### config.mk
export PLATFORM = sky130hd
export DESIGN_NAME = led_shift_receiver
export DESIGN_NICKNAME = d
export VERILOG_FILES = /design/src/rtl/led_shift_receiver.sv
export SDC_FILE = /design/constraint.sdc
export NUM_CORES = 1
export LEC_CHECK = 0
export CAP_MARGIN = 15
export CORE_AREA = 3 3 72 74
export DETAILED_ROUTE_END_ITERATION = 10
export DIE_AREA = 0 0 75 77
export PLACE_DENSITY = 0.77
export SLEW_MARGIN = 30
export SYNTH_ARGS = -nofsm -noshare
export SYNTH_HDL_FRONTEND = slang
export SYNTH_SLANG_ARGS = --single-unit
export TNS_END_PERCENT = 1
### constraint.sdc
create_clock -name clk -period 1.53 [get_ports clk]
set_input_delay 0.306 -clock clk [delete_from_list [all_inputs] [get_ports clk]]
set_output_delay 0.306 -clock clk [all_outputs]
set_load 0.005 [all_outputs]
### src/rtl/led_shift_receiver.sv
`default_nettype none
// ============================================================================
// Module   : led_shift_receiver
// Purpose  : Receive-side model of the LED driver shift-register chain.
//            Synchronizes the controller's serial_clk / serial_in /
//            latch_enable / output_enable_n, shifts data MSB first, latches
//            it to the LED outputs, drives a daisy-chain serial_out, flags
//            frame integrity and measures output-enable duty per window.
// Ports    : clk, reset_n (async, active low)
//            serial_clk, serial_in, latch_enable, output_enable_n (async in)
//            led_out[WIDTH-1:0]  latched LEDs gated by output enable
//            serial_out          daisy-chain data (shift register MSB)
//            frame_valid/_error  1-cycle latch pulses (bit count == / != WIDTH)
//            duty_out[7:0]       enable-low cycles in last complete window
//            duty_valid          1-cycle pulse when duty_out updates
// Options  : `define LED_RX_FRAME_CHECK_EN to enable the shifted-bit counter.
//            Without it frame_error is 0 and frame_valid pulses on every latch.
// Revision : 1.0 - initial release
// ============================================================================
module led_shift_receiver #(
  parameter int WIDTH       = 8,
  parameter int SYNC_STAGES = 2,
  parameter int DUTY_WINDOW = 255
) (
  input  logic             clk,
  input  logic             reset_n,
  input  logic             serial_clk,
  input  logic             serial_in,
  input  logic             latch_enable,
  input  logic             output_enable_n,
  output logic [WIDTH-1:0] led_out,
  output logic             serial_out,
  output logic             frame_valid,
  output logic             frame_error,
  output logic [7:0]       duty_out,
  output logic             duty_valid
);

  localparam logic [7:0] LAST_WIN = 8'(DUTY_WINDOW - 1);

  // --------------------------------------------------------------------------
  // Input synchronizers (index SYNC_STAGES-1 is the synchronized value)
  // --------------------------------------------------------------------------
  logic [SYNC_STAGES-1:0] sck_sync_q, sdi_sync_q, le_sync_q, oe_sync_q;
  logic                   sck_prev_q, le_prev_q;

  always_ff @(posedge clk or negedge reset_n) begin
    if (!reset_n) begin
      sck_sync_q <= '0;
      sdi_sync_q <= '0;
      le_sync_q  <= '0;
      oe_sync_q  <= '1;
      sck_prev_q <= 1'b0;
      le_prev_q  <= 1'b0;
    end else begin
      sck_sync_q <= {sck_sync_q[SYNC_STAGES-2:0], serial_clk};
      sdi_sync_q <= {sdi_sync_q[SYNC_STAGES-2:0], serial_in};
      le_sync_q  <= {le_sync_q[SYNC_STAGES-2:0], latch_enable};
      oe_sync_q  <= {oe_sync_q[SYNC_STAGES-2:0], output_enable_n};
      sck_prev_q <= sck_sync_q[SYNC_STAGES-1];
      le_prev_q  <= le_sync_q[SYNC_STAGES-1];
    end
  end

  logic sck_s, sdi_s, le_s, oe_s;
  logic shift_edge, latch_edge;

  assign sck_s      = sck_sync_q[SYNC_STAGES-1];
  assign sdi_s      = sdi_sync_q[SYNC_STAGES-1];
  assign le_s       = le_sync_q[SYNC_STAGES-1];
  assign oe_s       = oe_sync_q[SYNC_STAGES-1];
  assign shift_edge = sck_s & ~sck_prev_q;
  assign latch_edge = le_s & ~le_prev_q;

  // --------------------------------------------------------------------------
  // Frame integrity: count shifted bits since the last latch
  // --------------------------------------------------------------------------
  logic frame_ok;

`ifdef LED_RX_FRAME_CHECK_EN
  localparam int CNT_W = $clog2(2 * WIDTH + 1);
  logic [CNT_W-1:0] bit_count_q, bit_count_d;

  always_comb begin
    bit_count_d = bit_count_q;
    if (latch_edge) begin
      // A shift coinciding with the latch belongs to the next frame.
      bit_count_d = shift_edge ? CNT_W'(1) : '0;
    end else if (shift_edge && (bit_count_q != CNT_W'(2 * WIDTH))) begin
      bit_count_d = bit_count_q + CNT_W'(1);
    end
  end

  always_ff @(posedge clk or negedge reset_n) begin
    if (!reset_n) begin
      bit_count_q <= '0;
    end else begin
      bit_count_q <= bit_count_d;
    end
  end

  assign frame_ok = (bit_count_q == CNT_W'(WIDTH));
`else
  assign frame_ok = 1'b1;
`endif

  // --------------------------------------------------------------------------
  // Shift register, output latch, LED / daisy-chain outputs, frame flags
  // --------------------------------------------------------------------------
  logic [WIDTH-1:0] shift_reg_q, latched_q, led_q;
  logic             serial_out_q, frame_valid_q, frame_error_q;

  always_ff @(posedge clk or negedge reset_n) begin
    if (!reset_n) begin
      shift_reg_q   <= '0;
      latched_q     <= '0;
      led_q         <= '0;
      serial_out_q  <= 1'b0;
      frame_valid_q <= 1'b0;
      frame_error_q <= 1'b0;
    end else begin
      if (shift_edge) begin
        shift_reg_q <= {shift_reg_q[WIDTH-2:0], sdi_s};
      end
      // Latch captures the pre-shift value when both edges coincide.
      if (latch_edge) begin
        latched_q <= shift_reg_q;
      end
      led_q         <= oe_s ? '0 : latched_q;
      serial_out_q  <= shift_reg_q[WIDTH-1];
      frame_valid_q <= latch_edge & frame_ok;
      frame_error_q <= latch_edge & ~frame_ok;
    end
  end

  // --------------------------------------------------------------------------
  // Duty measurement over a free-running window
  // --------------------------------------------------------------------------
  logic [7:0] win_q, on_count_q, duty_q;
  logic [7:0] on_sum;
  logic       win_last, duty_valid_q;

  assign win_last = (win_q == LAST_WIN);
  // The last window cycle is included in the reported count.
  assign on_sum   = on_count_q + {7'd0, ~oe_s};

  always_ff @(posedge clk or negedge reset_n) begin
    if (!reset_n) begin
      win_q        <= '0;
      on_count_q   <= '0;
      duty_q       <= '0;
      duty_valid_q <= 1'b0;
    end else begin
      duty_valid_q <= win_last;
      if (win_last) begin
        win_q      <= '0;
        on_count_q <= '0;
        duty_q     <= on_sum;
      end else begin
        win_q      <= win_q + 8'd1;
        on_count_q <= on_sum;
      end
    end
  end

  assign led_out     = led_q;
  assign serial_out  = serial_out_q;
  assign frame_valid = frame_valid_q;
  assign frame_error = frame_error_q;
  assign duty_out    = duty_q;
  assign duty_valid  = duty_valid_q;

endmodule
`default_nettype wire
======== After elaboration in Yosys (flattened, before gate mapping) ========
Cells that the tools add are included.
cells by class
  $add $sub $neg .......................... 2
  eq/ne operators ......................... 1
  muxes and demuxes ....................... 3
  bitwise operators ....................... 5
operators by type and width
  kind                   number
  $mux W8                3
  $add A8 B1 Y8          1
  $add A8 B1 Y8 const B  1
  $eq A8 B8 Y1 const B   1
  $not A1 Y1             3
  $and A1 B1 Y1          2
word-level totals
  flip-flop bits (word level) ............. 61
  output and inout bits ................... 20
  logic and storage cells ................. 26

======== Depth between registers and ports, before layout ========
Gate-level depths: netlist (run 1).
  depth in word-level cells ............... 3
  gate-level depth with buffers ........... 6

======== Worst setup path before layout (run 1) ========
No wires, ideal clock.
  path kind ............................... register -> register
  start point ............................. register oe_sync_q[1]
  end point ............................... register duty_q[4], in the netlist duty_out[4]
  library setup time ...................... 0.126 ns
  data arrival time ....................... 1.385 ns
  slack ................................... 0.019 ns
  cell stages (with the launch flop) ...... 7
  path buffers ............................ 0
  period minus slack after synthesis ...... 1.511 ns
  path through ............................ dfstp_2 -> inv_1 -> ha_1 -> ha_1 -> nand3_1 -> xor2_1 -> a21oi_1
on the way
  cells in the longest elaborated chain, start to end .. 2
RTL lines
  element                 RTL line  text
  from (decl)             44        logic [SYNC_STAGES-1:0] sck_sync_q, sdi_sync_q, le_sync_q, oe_sync_q;
  from (signal assigned)  59        oe_sync_q <= {oe_sync_q[SYNC_STAGES-2:0], output_enable_n};
  $not A1 Y1              145       assign on_sum = on_count_q + {7'd0, ~oe_s};
  $add A8 B1 Y8           145
  to (signal assigned)    158       duty_q <= on_sum;
  to (decl)               139       logic [7:0] win_q, on_count_q, duty_q;
Every way passes these cells.
A chain may end at the register's enable or synchronous reset.

======== Final worst setup path (run 1) ========
  start point ............................. register frame_valid_q, in the netlist frame_valid
  end point ............................... output port frame_valid
RTL lines
  element                 RTL line  text
  from (decl)             111       logic serial_out_q, frame_valid_q, frame_error_q;
  from (signal assigned)  131       frame_valid_q <= latch_edge & frame_ok;
  to (decl)               33        output logic frame_valid,
No word-level cell between the ends.

==> results by group, run 1 <==
Status
  • Status: completed

STA
  • Fmax: 685 MHz
  • # setup viols final: 0
  • Final worst slack: 70.9 ps
  • Post-Route Skew: 7.44 ps
  • Slew Viols, Final: 0
  • WHS: 350 ps
  • Total negative slack: 0 ps
  • Final Cycle Share: 95.4%
  • Final Hold Fails: 0
  • Final min period: 1460 ps

Power and ir drop
  • Maximum ir drop on the vdd rail: 0.000679 V
  • Power density cells: 1540 mW/mm^2
  • Total power: 4.51 mW
  • Leak: 1.42 nW

Die
  • Die Area: 0.00578 mm^2
  • Die X: 75 um
  • Row cnt: 25
  • Core area: 0.00466 mm^2
  • Initial Util: 48.4%
  • Ports: 26
  • Die height: 77 um

Final layout
  • Fill cells: 357
  • Cell Count, Final, Fillers Out: 270
  • Ant. Diodes: 0
  • Final Instance Area: 0.00293 mm^2
  • Nets: 221
  • Area growth syn-to-layout: 29.9%
  • Fin util: 62.8%
  • Layout cells sized above 1: 24.5%

Clocking
  • Clock insertion delay at the later pin of the skew report: 340 ps
  • Bufs on Longest Clock Path: 2
  • CTS root buffer: clkbuf_8
  • Clk pin slew, worst setup/hold paths: 70 ps
  • H-Tree Depth: 3
  • CTS tree: done
  • Sink Count: 61
  • Num CTS Buffers: 9

Worst hold path
  • Hold path startpoint: le_sync_q[0]
  • Worst Hold End: le_sync_q[1]
  • Hold depth: 0
  • Min-Delay Path Class: register to register

Global route
  • GR Overflow Total: 0
  • Largest net degree at the start of global routing: 26
  • Vias in the first global route: 1400
  • First-pass GRT wire length: 6430 um
  • Initial antenna violation count: 0
  • Gr usage total: 15.4%

Yosys
  • Share of the synthesized area in the top cell type: 65.5%
  • Mapped Cells: 171
  • Syn Nets: 181
  • Post-synth top area cell: dfrtp_1
  • Mapped Avg Cell Area: 13.2 um^2
  • Synth unique cells: 24
  • Count leader, synth: dfrtp_1
  • Ys Warns: 0
  • Async S/R FF share, synth: 100%
  • Top cells by area, synth: dfrtp_1 (65%), mux2_2 (9.0%), nor2b_1 (3.3%), a21oi_1 (3.1%), dfstp_2 (2.3%)
  • Post-synthesis sequential area ratio: 67.8%
  • Most frequent cells after synthesis: dfrtp_1 (59), mux2_2 (18), a21oi_1 (14), nor2b_1 (12), nor2_1 (10)
  • EDFF count, synth: 0
  • Ys flop type: dfrtp_1
  • Post-synthesis register bit count: 61
  • Mapped cell area: 0.00225 mm^2

Worst setup path
  • Arrival @ worst endpoint: 1150 ps
  • CP endpoint kind: output port
  • CP Class: register to output port
  • Slowest stage delay, CP: 490 ps
  • CP Max Fanout: 1
  • Worst endpoint required time: 1220 ps
  • WP buf/inv: 1
  • Reg2Reg Setup Slack: 80 ps
  • Worst Reg2Reg Path Length in Cells: 6
  • Startpoint types: register
  • Crit-path cells: clkdlybuf4s50_1
  • CP max-delay cell: clkdlybuf4s50_1
  • CP delay by family, top: buffers and inverters
  • R2r endpoint: duty_out[1]
  • FF-to-FF Start: win_q[0]

Placement
  • Placed instance count: 251
  • Pre-CTS WS: 23.6 ps
  • Post-DP HPWL: 2370 um
  • Final GP Congestion: 0.780
  • Dpl cell area: 0.00262 mm^2
  • PortBufs: 24

Route
  • Routed Wire Length: 3770 um
  • Metal2 WL: 1860 um
  • Post-route ant nets: 0
  • Top Metal Used: met4
  • Via count: 1412
  • Met1 wire length: 1560 um
  • Drt pass-1 iters: 4
  • Met3 WL: 239 um
  • Vias per cell: 5.23
  • DRC viols: 0
  • Drt wl/cell: 14.0 um
  • DR iter-0 viols: 67

Job
  • Max Cap Viol: 0
-- kinds of logic (layout without fill, tap and decap cells) --
| group | count (synthesis) | count (layout) | synth area share (%) |
|---|---|---|---|
| flip-flops | 61 | 61 | 67.8 |
| adder cells (fa/ha/maj) | 4 | 4 | 2.22 |
| AND/OR/NAND/NOR | 47 | 47 | 10.9 |
| other | 1 | 1 | 0.166 |
| XOR/XNOR | 6 | 6 | 2.33 |
| buffers and inverters | 11 | 56 | 2.16 |
| multiplexers | 18 | 18 | 8.99 |
| AO/OA/AOI/OAI | 23 | 23 | 5.38 |
-- flip-flops by register name, indices dropped and copies added (netlist names), 8 cells and up --
signal,count
duty_out,8
shift_reg_q,8
on_count_q,8
led_out,8
win_q,8
latched_q,8
-- layout make-up --
class | count | area [um^2] | area share [%]
tap | 54 | 67.6 | 2.31
clock inverter | 6 | 111 | 3.80
clock buffer | 10 | 128 | 4.36
sequential | 61 | 1530 | 52.2
inverter | 4 | 15.0 | 0.513
multi-input combinational | 99 | 707 | 24.1
timing repair buffer | 36 | 372 | 12.7
-- routing by layer --
| layer | vias up | global-route usage [%] |
|---|---|---|
| met4 | 0 | 9.25 |
| met3 | 9 | 7.47 |
| met5 | - | 0 |
| met2 | 42 | 21.8 |
| li1 | 658 | - |
| met1 | 703 | 18.6 |
-- cells in the final DEF (no fill, tap or decap), drive strengths merged, types with 7 or more instances in the layout --
| cell type | n |
|---|---|
| dfrtp | 59 |
| mux2 | 18 |
| a21oi | 14 |
| clkdlybuf4s50 | 14 |
| nor2b | 12 |
| buf | 12 |
| nor2 | 10 |
| clkbuf | 10 |
| nand2 | 8 |
| dlymetal6s2s | 7 |
| nand3 | 7 |
-- how the worst max path moves through the flow --
stage                       from     endpoint  slack (ps)  cells after the start
finish               frame_valid  frame_valid          70                      1
CTS                  duty_out[6]  duty_out[6]          10                      1
global route            win_q[0]  duty_out[0]         -20                      6
global placement    oe_sync_q[1]  duty_out[4]          80                      6
detailed placement  oe_sync_q[1]  duty_out[4]          20                      6
floorplan           oe_sync_q[1]  duty_out[4]          20                      6
-- power by group --
part / leakage [nW] / internal [mW] / switching [mW]
clock network: 0.116 / 1.08 / 0.612
logic: 0.548 / 0.409 / 0.246
registers: 0.759 / 1.95 / 0.210
-- timing repair --
action	CTS	global route
gates resized for setup	2	15
hold buffers	1	0
endpoints found under the setup margin	2	14
setup buffers	1	1
pin swaps	0	3
hold endpoints to repair	12	0
Power figures use the tool's default switching activity.
==> run 2: changes to the inputs <==
Settings changed: CORE_AREA 3 3 72 74 to 3 3 76 71, DIE_AREA 0 0 75 77 to 0 0 79 74, MAX_ROUTING_LAYER from default to met4, PLACE_DENSITY 0.77 to 0.76.
==> results by group, run 2 (synthesis results as in run 1) <==
Status
  • Status: completed

STA
  • Post-Route Skew: 5.91 ps
  • Final min period: 1490 ps
  • Final Cycle Share: 97.1%
  • Slew Viols, Final: 0
  • Max_slew headroom: 65.3%
  • # setup viols final: 0
  • Total negative slack: 0 ps
  • Fmax: 673 MHz
  • Final Hold Fails: 0
  • Slew @ Worst Pin: 521 ps

Job
  • Max Cap Viol: 0

Worst setup path
  • Slowest stage delay, CP: 510 ps
  • Startpoint types: register
  • CP max-delay cell: clkdlybuf4s50_1
  • Arrival @ worst endpoint: 1180 ps
  • CP endpoint kind: output port
  • CP delay by family, top: buffers and inverters
  • FF-to-FF Start: oe_sync_q[1]
  • Worst setup path start: duty_out[3]
  • CP Class: register to output port
  • Stages on the worst setup path: 1
  • WP buf/inv: 1
  • Crit-path cells: clkdlybuf4s50_1
  • Worst Reg2Reg Path Length in Cells: 6
  • CP Max Fanout: 2
  • Worst endpoint required time: 1220 ps

Placement
  • PortBufs: 24
  • Dpl cell area: 0.00266 mm^2
  • Post-DP HPWL: 2500 um
  • Final GP Congestion: 0.755
  • Placed instance count: 267

Route
  • DRC viols: 0
  • DR iter-0 viols: 70
  • Drt wl/cell: 13.3 um
  • Routed Wire Length: 3770 um
  • Post-route ant nets: 0
  • Via count: 1378
  • Drt pass-1 iters: 4
  • Vias per cell: 4.87

Final layout
  • Fill cells: 384
  • Reg area: 0.00153 mm^2
  • Layout cells sized above 1: 25.7%
  • Most common cell after layout, fill and taps aside: dfrtp_1
  • Cell Count, Final, Fillers Out: 283
  • Most frequent cells in the layout: dfrtp_1 (59), mux2_2 (18), clkdlybuf4s50_1 (16)
  • Ant. Diodes: 0
  • Final Instance Area: 0.00299 mm^2
  • Area growth syn-to-layout: 32.6%
  • Nets: 224
  • Multi-input logic area: 723 um^2

Clocking
  • CTS root buffer: clkbuf_8
  • Bufs on Longest Clock Path: 2
  • Clk pin slew, worst setup/hold paths: 60 ps
  • Num CTS Buffers: 9
  • H-Tree Depth: 3
  • CTS tree: done
  • Clock insertion delay at the later pin of the skew report: 330 ps
  • Sink Count: 61

Worst hold path
  • Hold depth: 0
  • Min-Delay Path Class: register to register
  • Hold path startpoint: le_sync_q[0]

Global route
  • Vias in the first global route: 1370
  • GR Overflow Total: 0
  • Gr usage total: 15.3%
  • Initial antenna violation count: 0
  • First-pass GRT wire length: 6300 um
  • Largest net degree at the start of global routing: 30

Die
  • Die Area: 0.00585 mm^2
  • Ports: 26
  • Row cnt: 24
  • Die X: 79 um
  • Core area: 0.00474 mm^2
  • Die height: 74 um
  • Initial Util: 47.5%

Power and ir drop
  • Leak: 1.43 nW
  • Total power: 4.69 mW
  • Maximum ir drop on the vdd rail: 0.00108 V
  • Power density cells: 1570 mW/mm^2
-- run 2: changes by cell type in the layout (fill, tap and decap cells not counted), sizes merged --
cell | before | now
dlymetal6s2s | 7 | 6
clkinvlp | 1 | 0
clkbuf | 10 | 11
dlygate4sd2 | 2 | 1
bufinv | 3 | 4
clkinv | 2 | 0
buf | 12 | 15
clkdlybuf4s50 | 14 | 16
-- run 2: per-layer routing --
layer  global-route usage, %  share of wire (%)  vias up
li1                        -                  -      667
met1                    18.0                 45      679
met2                    22.1                 49       27
met3                    7.26                5.0        5
met4                    7.44                1.4        0
met5                       -                  0        -
-- run 2: worst paths after layout --
| path | endpoint | slack, ps |
|---|---|---|
| max | duty_out[3] | 40 |
| min | le_sync_q[1] | 350 |
| max reg2reg | on_count_q[6] | 50 |
| min reg2reg | le_sync_q[1] | 350 |
| max in group asynchronous | le_sync_q[0] | 530 |
| min in group asynchronous | win_q[5] | 480 |
-- run 2: final cells by class --
| cell class | count | area share (%) |
|---|---|---|
| multi-input combinational | 99 | 24.2 |
| timing repair buffer | 39 | 12.7 |
| clock inverter | 4 | 4.02 |
| inverter | 4 | 0.502 |
| tap | 65 | 2.72 |
| clock buffer | 11 | 4.73 |
| sequential | 61 | 51.1 |
-- run 2: what timing repair did --
action,4_1_cts,5_1_grt
endpoints found under the setup margin,4,19
buffers inserted,0,0
pin swaps,0,2
hold endpoints to repair,17,0
resized for setup,3,15
hold buffers,1,0
-- run 2: metrics by stage --
stage / setup WS (ps) / utilization, % / hold slack (ps)
after floorplan: 19.0 / - / 10.4
after global placement: 41.6 / 56.0 / 309
after detailed placement: 3.66 / 56.0 / 316
after CTS: 6.24 / 61.8 / 350
after global routing: -27.5 / 63.0 / 360
final: 44.2 / 63.0 / 348
-- run 2: report_power, final --
part	internal (mW)	switching [mW]
combinational	0.413	0.245
clock	1.28	0.580
sequential	1.95	0.216
total	3.65	1.04
